===== config.mk =====
export PLATFORM = sky130hd
export DESIGN_NAME = ysyx_rf_scoreboard
export DESIGN_NICKNAME = d
export VERILOG_FILES = /design/src/rtl/ysyx_rf_scoreboard.sv
export SDC_FILE = /design/constraint.sdc
export NUM_CORES = 1
export LEC_CHECK = 0
export ABC_AREA = 1
export BUFFER_PORTS_ARGS = -buffer_cell sky130_fd_sc_hd__buf_4
export CORE_MARGIN = 4
export CORE_UTILIZATION = 30
export DETAILED_ROUTE_END_ITERATION = 16
export GPL_TIMING_DRIVEN = 0
export HOLD_SLACK_MARGIN = 0.12
export PLACE_DENSITY_LB_ADDON = 0.2
export SETUP_SLACK_MARGIN = 0.3
export SLEW_MARGIN = 20
export SYNTH_ARGS = -nofsm -noshare
export SYNTH_HDL_FRONTEND = slang
export SYNTH_SLANG_ARGS = --single-unit

===== constraint.sdc =====
create_clock -name clock -period 3.3 [get_ports clock]
set_input_delay 0.825 -clock clock [delete_from_list [all_inputs] [get_ports clock]]
set_output_delay 0.825 -clock clock [all_outputs]
set_load 0.01 [all_outputs]

===== src/rtl/ysyx_rf_scoreboard.sv =====
// rtl/ysyx_rf_scoreboard.sv - per-register in-flight writer scoreboard with RAW hazard and forward verdict
module ysyx_rf_scoreboard #(
    parameter int REG_NUM      = 16,
    parameter int REG_LEN      = 4,
    parameter int CNT_W        = 2,
    parameter int MAX_INFLIGHT = 4,
    parameter int IW           = $clog2(MAX_INFLIGHT + 1)
) (
    input  logic               clock,
    input  logic               reset,
    input  logic               issue_valid,
    input  logic               issue_wen,
    input  logic [REG_LEN-1:0] issue_rd,
    output logic               issue_ready,
    input  logic               wb_valid,
    input  logic [REG_LEN-1:0] wb_rd,
    input  logic               flush,
    input  logic [REG_LEN-1:0] rs1,
    input  logic [REG_LEN-1:0] rs2,
    input  logic               exu_fwd_valid,
    input  logic [REG_LEN-1:0] exu_fwd_rd,
    output logic [REG_NUM-1:0] rf_table,
    output logic               hazard,
    output logic               fwd1,
    output logic               fwd2,
    output logic [IW-1:0]      inflight,
    output logic               wb_err
);

    localparam logic [CNT_W-1:0] CNT_MAX = '1;
    localparam logic [CNT_W-1:0] CNT_ONE = CNT_W'(1);
    localparam logic [IW-1:0]    INF_MAX = IW'(MAX_INFLIGHT);

    logic [CNT_W-1:0]   cnt [REG_NUM];
    logic [REG_NUM-1:0] inc_vec;
    logic [REG_NUM-1:0] dec_vec;
    logic               issue_wr;
    logic               inc_any;
    logic               dec_any;
    logic               wb_bad;
    logic               hit1;
    logic               hit2;

    assign issue_wr    = issue_wen && (issue_rd != '0);
    assign issue_ready = !(issue_wr && ((cnt[issue_rd] == CNT_MAX) || (inflight == INF_MAX)));
    assign wb_bad      = wb_valid && (wb_rd != '0) && (cnt[wb_rd] == '0);

    // A same-register issue+writeback pair is treated as a matched inc/dec so it cancels.
    always_comb begin
        inc_vec = '0;
        dec_vec = '0;
        for (int i = 1; i < REG_NUM; i++) begin
            inc_vec[i] = issue_valid && issue_ready && issue_wr && (issue_rd == REG_LEN'(i));
            dec_vec[i] = wb_valid && (wb_rd == REG_LEN'(i)) && ((cnt[i] != '0) || inc_vec[i]);
        end
    end

    assign inc_any = |inc_vec;
    assign dec_any = |dec_vec;

    always_ff @(posedge clock or negedge reset) begin
        if (!reset) begin
            for (int i = 0; i < REG_NUM; i++) cnt[i] <= '0;
            inflight <= '0;
            wb_err   <= 1'b0;
        end else if (flush) begin
            for (int i = 0; i < REG_NUM; i++) cnt[i] <= '0;
            inflight <= '0;
        end else begin
            if (wb_bad) wb_err <= 1'b1;
            for (int i = 1; i < REG_NUM; i++) begin
                if (inc_vec[i] && !dec_vec[i])      cnt[i] <= cnt[i] + CNT_ONE;
                else if (dec_vec[i] && !inc_vec[i]) cnt[i] <= cnt[i] - CNT_ONE;
            end
            if (inc_any && !dec_any)      inflight <= inflight + IW'(1);
            else if (dec_any && !inc_any) inflight <= inflight - IW'(1);
        end
    end

    always_comb begin
        rf_table = '0;
        for (int i = 0; i < REG_NUM; i++) rf_table[i] = (cnt[i] != '0);
    end

    // Forwarding is only trusted when exactly one writer is outstanding.
    assign hit1   = exu_fwd_valid && (rs1 == exu_fwd_rd) && (rs1 != '0) && (cnt[rs1] == CNT_ONE);
    assign hit2   = exu_fwd_valid && (rs2 == exu_fwd_rd) && (rs2 != '0) && (cnt[rs2] == CNT_ONE);
    assign fwd1   = hit1;
    assign fwd2   = hit2;
    assign hazard = ((cnt[rs1] != '0) && !hit1) || ((cnt[rs2] != '0) && !hit2);

endmodule


* Word level (Yosys, flattened, before mapping)
Index checks and enable logic that the tools add are counted.
Storage, ports and cells: flip-flop bits (word level) 34, bits of input ports 27, logic and storage cells 324
Operators by class: bitwise logic cells 5, multiplexer cells 46, $add $sub $neg 32, equal/unequal tests 36, reductions and logical operators 184, magnitude comparators 4
Operator list (count):
- $logic_and 1x1->1 | 91
- $mux 2 | 38
- $eq 4x4->1 const B | 16
- $reduce_bool 3->1 | 16
- $logic_not 1->1 | 35
- $reduce_bool 2->1 | 17
- $bmux 2 s4 | 4
- $eq 4x3->1 const B | 8
- $add 2x1->2 const B | 15
- $mux 30 | 1
- $reduce_or 15->1 | 2
- $sub 2x1->2 const B | 15
- $ge 5x5->1 const B | 4
- $not 4->5 | 4
- $logic_or 1x1->1 | 17
- $eq 4x2->1 const B | 4
- $reduce_bool 4->1 | 4
- $mux 3 | 3
- $eq 4x1->1 const B | 2
- $eq 4x4->1 | 2
- $eq 2x1->1 const B | 2
- $add 3x1->3 const B | 1
- $eq 3x3->1 const B | 1
- $sub 3x1->3 const B | 1
- 4 further kinds | 4

* Longest topological paths before layout
Gate-level depths: netlist (run 1).
depth after elaboration 18, mapped depth 26, mapped depth without buffers 24

* Least setup slack after synthesis (run 1)
No wires, ideal clock.
kind input to register, start point input port issue_rd[0], end point register inflight[1], slack 210 ps, arrival 2968 ps, required time 3178 ps, stages 23, setup time 122 ps, cell sequence buf_6 buf_12 nand3_1 nand2_1 nor2_2 nor2_2 nor2_2 nand2_4 nand2_4 buf_12 nand4_2 nand2_1 nand2_1 nand2_1 nor2_1 nand2_2 clkinv_1 nand3_4 inv_1 fa_1 nor2_1 nand2_1 o21ai_1
Between the ends: cells in the longest elaborated chain, start to end 18, elaborated cells between the ends (all ways) 81, classes of those cells eq/ne (16); mux (5); bitwise (1); reduce/logical (59)
Ends and longest elaborated chain:
- start: declaration | line 13 | input logic [REG_LEN-1:0] issue_rd,
- $not 4->5 (implied by the code) | line 45 | assign issue_ready = !(issue_wr && ((cnt[issue_rd] == CNT_MAX) || (inflight == INF_MAX)));
- $bmux 2 s4 | line 45
- $mux 2 (implied by the code) (2 in a row) | line 45
- $eq 2x2->1 | line 45
- $logic_or 1x1->1 | line 45
- $logic_and 1x1->1 | line 45
- $logic_not 1->1 | line 45
- $logic_and 1x1->1 (3 in a row) | line 53 | inc_vec[i] = issue_valid && issue_ready && issue_wr && (issue_rd == REG_LEN'(i));
- $logic_or 1x1->1 | line 54 | dec_vec[i] = wb_valid && (wb_rd == REG_LEN'(i)) && ((cnt[i] != '0) || inc_vec[i]);
- $logic_and 1x1->1 | line 54
- $reduce_or 15->1 | line 59 | assign dec_any = |dec_vec;
- $logic_not 1->1 | line 75 | if (inc_any && !dec_any) inflight <= inflight + IW'(1);
- $logic_and 1x1->1 | line 75
- $mux 3 | line 75
- $mux 3 | line 66 | end else if (flush) begin
- end signal: assignment | line 75
- end signal: assignment | line 76 | else if (dec_any && !inc_any) inflight <= inflight - IW'(1);
- end: declaration | line 26 | output logic [IW-1:0] inflight,
Parallel ways exist; a longest one is shown, timed or not. The select of a mux whose other input is x is not followed. A chain may end at the register's enable or synchronous reset.

* Worst setup path after layout (run 1)
Same ends and word-level chain as after synthesis.

==> results of run 1 <==
-- registers in the layout, indices dropped and copies added, names as in the netlist --
register,count
inflight,3
cnt,30
wb_err,1
-- repair_timing --
action | in CTS | in global routing
gates resized for setup | 22 | 40
buffers inserted | 8 | 8
setup endpoints to repair | 6 | 7
pin swaps | 21 | 33
gates cloned | 2 | 1
hold buffers | 0 | 0
-- per-stage QoR --
step                instances  power (mW)  hold WS, ps  instance area (um^2)  utilization, %
floorplan                 647       0.986          513                  3930               -
global placement          867        1.23          469                  4500            35.7
detailed placement        867        1.25          464                  4500            35.7
CTS                       885        1.77          480                  4840            38.3
global route              894        1.93          521                  5000            39.6
finish                    894        1.81          476                  5000            39.6
-- final timing paths --
kind	startpoint	to	slack, ps	cells after the start
setup / recovery	issue_rd[0]	inflight[1]$_DFFE_PN0P_	150	24
hold / removal	wb_err$_DFFE_PN0P_	wb_err$_DFFE_PN0P_	480	1
setup reg to reg	cnt[7]$_DFFE_PN0P_	inflight[1]$_DFFE_PN0P_	500	23
hold reg to reg	wb_err$_DFFE_PN0P_	wb_err$_DFFE_PN0P_	480	1
max in group asynchronous	reset	cnt[16]$_DFFE_PN0P_	2480	1
min in group asynchronous	reset	inflight[0]$_DFFE_PN0P_	490	1
-- layout make-up --
type	instances	area [um^2]	area share, %
buffer	19	164	3.28
clock buffer	7	143	2.85
clock inverter	1	5.00	0.100
inverter	79	304	6.08
multi-input combinational	515	2740	54.9
sequential	34	851	17.0
tap	172	215	4.31
timing repair buffer	67	574	11.5
-- cells by family after synthesis --
| logic type | after synthesis | synth area share, % |
|---|---|---|
| and+or+nand+nor | 372 | 44.0 |
| other | 1 | 0.0967 |
| xor gates and xnor gates | 4 | 0.904 |
| buffers and inverters | 98 | 11.2 |
| DFF | 34 | 21.9 |
| adders and majority gates | 1 | 0.516 |
| AOI/OAI and AO/OA | 137 | 21.3 |
-- metal layers --
layer | GRT usage, % | up-vias | wire length (um) | part of all wire, %
li1 | - | 2291 | - | -
met4 | 8.47 | 0 | 514 | 3.5
met5 | 0 | - | 0 | 0
met3 | 3.16 | 40 | 1050 | 7.2
met1 | 25.7 | 2141 | 6410 | 44
met2 | 31.4 | 197 | 6640 | 45
-- cell usage after synthesis, drive strengths merged (7+ instances only) --
| library cell | number |
|---|---|
| nand2 | 161 |
| nand3 | 59 |
| buf | 9 |
| dfrtp | 34 |
| inv | 76 |
| o21ai | 72 |
| nor2 | 132 |
| clkbuf | 10 |
| a21oi | 29 |
| o211ai | 7 |
| o221a | 9 |
| nand4 | 15 |
-- report_power, final --
part           switching [mW]  internal (mW)
clock network           0.190          0.300
logic                   0.459          0.295
registers              0.0970          0.469
total                   0.746           1.06
==> flow_metrics.env, run 1 <==
export IMPL_grt_pass1_wl_mm=22.4
export IMPL_nFillCells=1411
export IMPL_end_kind="flop"
export IMPL_post_route_period_util_pct=95.4
export IMPL_synth_largest_area_cell="dfrtp_1"
export IMPL_syn_num_nets=675
export IMPL_hold_viol=0
export IMPL_grt_ovfl_total=0
export IMPL_skew_ps=6.80
export IMPL_via_per_inst=5.22
export IMPL_fmax_mhz=318
export IMPL_yosysTopAreaCellShare_pct=21.9
export IMPL_synth_edf_count=0
export IMPL_synth_distinct_cells=45
export IMPL_drt_iter0_markers=410
export IMPL_cp_top_family="simple AND/OR/NAND/NOR gates"
export IMPL_die_area_um2=14800
export IMPL_ys_flop_type="dfrtp_1"
export IMPL_wl_per_cell_um=16.3
export IMPL_portBuffers=48
export IMPL_n_antenna_cell=0
export IMPL_postSynth_asyncResetShare_pct=100
export IMPL_hp_class="reg -> reg"
export IMPL_fp_dieW_um=122
export IMPL_relSlewSlack_pct=47.9
export IMPL_area_delta_synth_final_pct=28.9
export IMPL_synthTopCellsByArea="dfrtp_1 (22%), nand2_1 (15%), nor2_1 (12%)"
export IMPL_finalSetupViolations=0
export IMPL_max_vdd_ir_drop_v=0.000212
export IMPL_critPathBufInv=7
export IMPL_drc=0
export IMPL_die_y_um=122
export IMPL_setup_tns_ps=0
export IMPL_clkSinkCount=34
export IMPL_ys_ff_latch=34
export IMPL_cp_required_ps=3520
export IMPL_place_hpwl_mm=11.0
export IMPL_fin_ws_ps=152
export IMPL_nets=749
export IMPL_antenna_found_initial=0
export IMPL_path_cells="buf_8 > inv_2 > buf_4 > nand3_2 > nand2_2 > nor2_4 > nor2_2 > nor2_4 > nand2_4 > nand2_8 > buf_12 > buf_16 > buf_4 > nand4_2 > nand2_1 > nand2_1 > nand3_2 > nor2_4 > nand3_4 > inv_2 > fa_2 > nor2_1 > nand2_1 > o21ai_1"
export IMPL_ys_seq_area_share_pct=21.9
export IMPL_slew_violations=0
export IMPL_power_density_nw_per_um2=362
export IMPL_drtAntennaViolNets=0
export IMPL_drive_above_1_share_pct=23.0
export IMPL_slowest_delay_ps=420
export IMPL_io_pins=51
export IMPL_ctsLongestPathBuffers=2
export IMPL_dr_total_vias=4669
export IMPL_cts_tree="built"
export IMPL_dr_pass1_iters=5
export IMPL_wirelength_mm=14.6
export IMPL_clk_pin_slew_ps=60
export IMPL_start_kind="input pin"
export IMPL_p_leak_nw=2.39
export IMPL_place_gp_congestion=0.958
export IMPL_rsz0062_at_grt="true"
export IMPL_cts_inserted_buffers=5
export IMPL_avgSynthCellArea_um2=5.99
export IMPL_cts_htree_levels=2
export IMPL_path_max_fanout=5
export IMPL_core_area_um2=12600
export IMPL_place_ws_ps=-261
export IMPL_layout_common_cells="nand2_1 (148), nor2_1 (119), inv_1 (65)"
export IMPL_syn_area_um2=3880
export IMPL_slowest_stage="fa_2"
export IMPL_critPathKind="in -> reg"
export IMPL_start_util_pct=30.7
export IMPL_cts_root_buf="clkbuf_16"
export IMPL_rows=41
export IMPL_finalCriticalPeriod_ps=3150
export IMPL_run_status="finished, final reports clean"
export IMPL_clk_latency_ps=290
export IMPL_grt_max_degree=35
export IMPL_globalRouteTotalUtil_pct=19.5
export IMPL_maxCapViolations=0
export IMPL_crit_arrival_ps=3370
export IMPL_yosys_warnings=0
export IMPL_max_slew_worst_pin_slew_ps=781
export IMPL_final_common_cell="nand2_1"
export IMPL_first_global_vias=4275
export IMPL_syn_inst=647
Power figures use the tool's default switching activity.
==> run 2: changes to the inputs <==
Settings changed: ABC_AREA 1 to default.
==> run 2 against run 1 <==
  * Non-clock buffer count grew 1
  * Final cell count shrank 30%
  * Count of clock-buffer cells in the layout shrank 2
  * Combinational power shrank 60%
  * Critical path type is now in -> out
==> flow_metrics.env, run 2 <==
export IMPL_dr_pass1_iters=5
export IMPL_start_kind="input pin"
export IMPL_finalCriticalPeriod_ps=3260
export IMPL_ys_ff_latch=34
export IMPL_fin_util_pct=40.1
export IMPL_grt_max_degree=35
export IMPL_layout_common_cells="buf_4 (61), dfrtp_1 (34), nor2_1 (31)"
export IMPL_postSynth_asyncResetShare_pct=100
export IMPL_syn_inst=418
export IMPL_regMostFlops="cnt"
export IMPL_post_synth_top_count_cell="nor2_1"
export IMPL_area_delta_synth_final_pct=30.7
export IMPL_skew_ps=9.93
export IMPL_cts_inserted_buffers=5
export IMPL_worst_path_most_repeated_cell="mux4_2"
export IMPL_rsz0062_at_grt="true"
export IMPL_synth_largest_area_cell="dfrtp_1"
export IMPL_clk_latency_ps=280
export IMPL_switching_share_pct=30.1
export IMPL_place_hpwl_mm=9.54
export IMPL_seqPwrFrac_pct=36.4
export IMPL_power_density_nw_per_um2=258
export IMPL_portBuffers=40
export IMPL_path_max_fanout=7
export IMPL_multi_input_area_um2=2650
export IMPL_combPwrFrac_pct=25.2
export IMPL_start_util_pct=30.7
export IMPL_critPathBufInv=3
export IMPL_dp_cells=601
export IMPL_slowest_delay_ps=540
export IMPL_hold_viol=0
export IMPL_design_area_um2=4600
export IMPL_wirelength_mm=12.9
export IMPL_finalSetupViolations=0
export IMPL_first_global_vias=3457
export IMPL_clk_pin_slew_ps=60
export IMPL_largest_reg_flops=30
export IMPL_cts_htree_levels=2
export IMPL_post_route_period_util_pct=98.8
export IMPL_drtAntennaViolNets=0
export IMPL_power_internal_mw=0.830
export IMPL_n_antenna_cell=0
export IMPL_ys_seq_area_share_pct=24.2
export IMPL_core_area_um2=11500
export IMPL_end_kind="output pin"
export IMPL_synth_edf_count=0
export IMPL_antenna_found_initial=0
export IMPL_nets=513
export IMPL_dr_total_vias=3657
export IMPL_ys_flop_type="dfrtp_1"
export IMPL_clkPwrFrac_pct=38.4
export IMPL_slowest_stage="mux4_2"
export IMPL_io_pins=51
export IMPL_globalRouteTotalUtil_pct=18.7
export IMPL_critPathKind="in -> out"
export IMPL_cts_root_buf="clkbuf_16"
export IMPL_syn_num_nets=446
export IMPL_cp_required_ps=2470
export IMPL_rows=39
export IMPL_whs_ps=500
export IMPL_p_leak_nw=1.90
export IMPL_run_status="finished, final reports clean"
export IMPL_fmax_mhz=307
export IMPL_fp_dieW_um=116
export IMPL_p_switching_mw=0.357
export IMPL_die_area_um2=13500
export IMPL_synth_common_cells="nor2_1 (35), dfrtp_1 (34), o21ai_0 (27)"
export IMPL_final_common_cell="buf_4"
export IMPL_avgSynthCellArea_um2=8.42
export IMPL_yosys_warnings=0
export IMPL_fin_total_pwr_mw=1.19
export IMPL_cts_tree="built"
export IMPL_drt_iter0_markers=303
export IMPL_synth_distinct_cells=66
export IMPL_syn_area_um2=3520
export IMPL_grt_pass1_wl_mm=19.4
export IMPL_max_slew_worst_pin_slew_ps=717
export IMPL_grt_ovfl_total=0
export IMPL_path_cells="buf_8 > buf_12 > mux4_2 > mux4_2 > a211oi_2 > nand2_1 > buf_6"
export IMPL_die_y_um=116
export IMPL_hp_class="in -> async"
export IMPL_crit_arrival_ps=2440
export IMPL_ctsLongestPathBuffers=2
export IMPL_synthTopCellsByArea="dfrtp_1 (24%), mux4_2 (12%), a211oi_1 (4.5%)"
export IMPL_via_per_inst=5.82
export IMPL_register_area_um2=851
export IMPL_cp_top_family="multiplexers"
export IMPL_reg_top3="cnt x30, inflight x3, wb_err x1"
export IMPL_yosysTopAreaCellShare_pct=24.2
export IMPL_max_vdd_ir_drop_v=0.000146
export IMPL_maxCapViolations=0
export IMPL_placed_cell_area_um2=4140
export IMPL_place_gp_congestion=0.931
export IMPL_slew_violations=0
export IMPL_drive_above_1_share_pct=33.4
export IMPL_relSlewSlack_pct=52.2
export IMPL_clkSinkCount=34
export IMPL_layoutNonFillerInstCount=628
export IMPL_drc=0
export IMPL_wl_per_cell_um=20.5
export IMPL_nFillCells=1173
==> run 2: cell count changes after synthesis, moves of 19 or more <==
cell and change:
a211oi_1 +21, inv_1 -57, nand2_1 -129, nand2b_1 +19, nand3_1 -47, nor2_1 -85, nor3_1 +23, o21ai_0 -42
==> run 2: logic make-up (layout without fill, tap and decap cells) <==
group | after synthesis | in the layout | synth area share (%)
xor gates and xnor gates | 8 | 8 | 1.99
DFF | 34 | 34 | 24.2
other | 1 | 1 | 0.107
buffers and inverters | 41 | 108 | 5.51
muxes | 33 | 33 | 16.2
adders and majority gates | 1 | 1 | 0.569
and+or+nand+nor | 175 | 175 | 27.8
AOI/OAI and AO/OA | 125 | 125 | 23.6
==> run 2: power by group through the flow <==
stage | clock network [mW] | registers (mW) | logic (mW)
floorplan | 0 | 0.439 | 0.166
detailed placement | 0 | 0.440 | 0.257
CTS | 0.462 | 0.432 | 0.281
global placement | 0 | 0.439 | 0.256
global route | 0.485 | 0.433 | 0.322
finish | 0.456 | 0.433 | 0.299
==> run 2: metal layers <==
layer  vias up  track usage, %  routed length, um
met2       163            29.8               5960
met1      1770            26.6               5700
li1       1708               -                  -
met5         -               0                  0
met4         0            5.10                194
met3        16            2.54               1010
==> run 2: metrics by stage <==
stage          worst slack, ps  TNS (ps)
2_1_floorplan             -164      -164
3_3_place_gp              -374      -470
3_5_place_dp              -391      -487
4_1_cts                   10.1         0
5_1_grt                  -25.9     -25.9
6_report                  39.5         0
==> run 2: final cells by class <==
| cell class | instances | area share, % |
|---|---|---|
| clock buffer | 5 | 2.72 |
| timing repair buffer | 60 | 10.4 |
| tap | 143 | 3.89 |
| buffer | 27 | 5.47 |
| sequential | 34 | 18.5 |
| multi-input combinational | 343 | 57.6 |
| inverter | 14 | 1.20 |
| clock inverter | 2 | 0.218 |
==> run 2: worst paths after layout <==
kind | endpoint | slack (ps) | startpoint | cells after the start
worst max-delay path | hazard | 40 | rs1[0] | 7
worst max register to register | inflight[2]$_DFFE_PN0P_ | 330 | cnt[7]$_DFFE_PN0P_ | 11
worst min register to register | wb_err$_DFFE_PN0P_ | 500 | wb_err$_DFFE_PN0P_ | 1
max in group asynchronous | cnt[22]$_DFFE_PN0P_ | 2460 | reset | 1
min in group clock | wb_err$_DFFE_PN0P_ | 500 | wb_err$_DFFE_PN0P_ | 1
worst min-delay path | inflight[1]$_DFFE_PN0P_ | 500 | reset | 1
==> run 2: repair_timing <==
action,CTS,global route
hold buffers,0,0
pin swaps,7,17
resized for setup,24,27
setup buffers,15,5
cloned,0,0
setup endpoints to repair,6,15
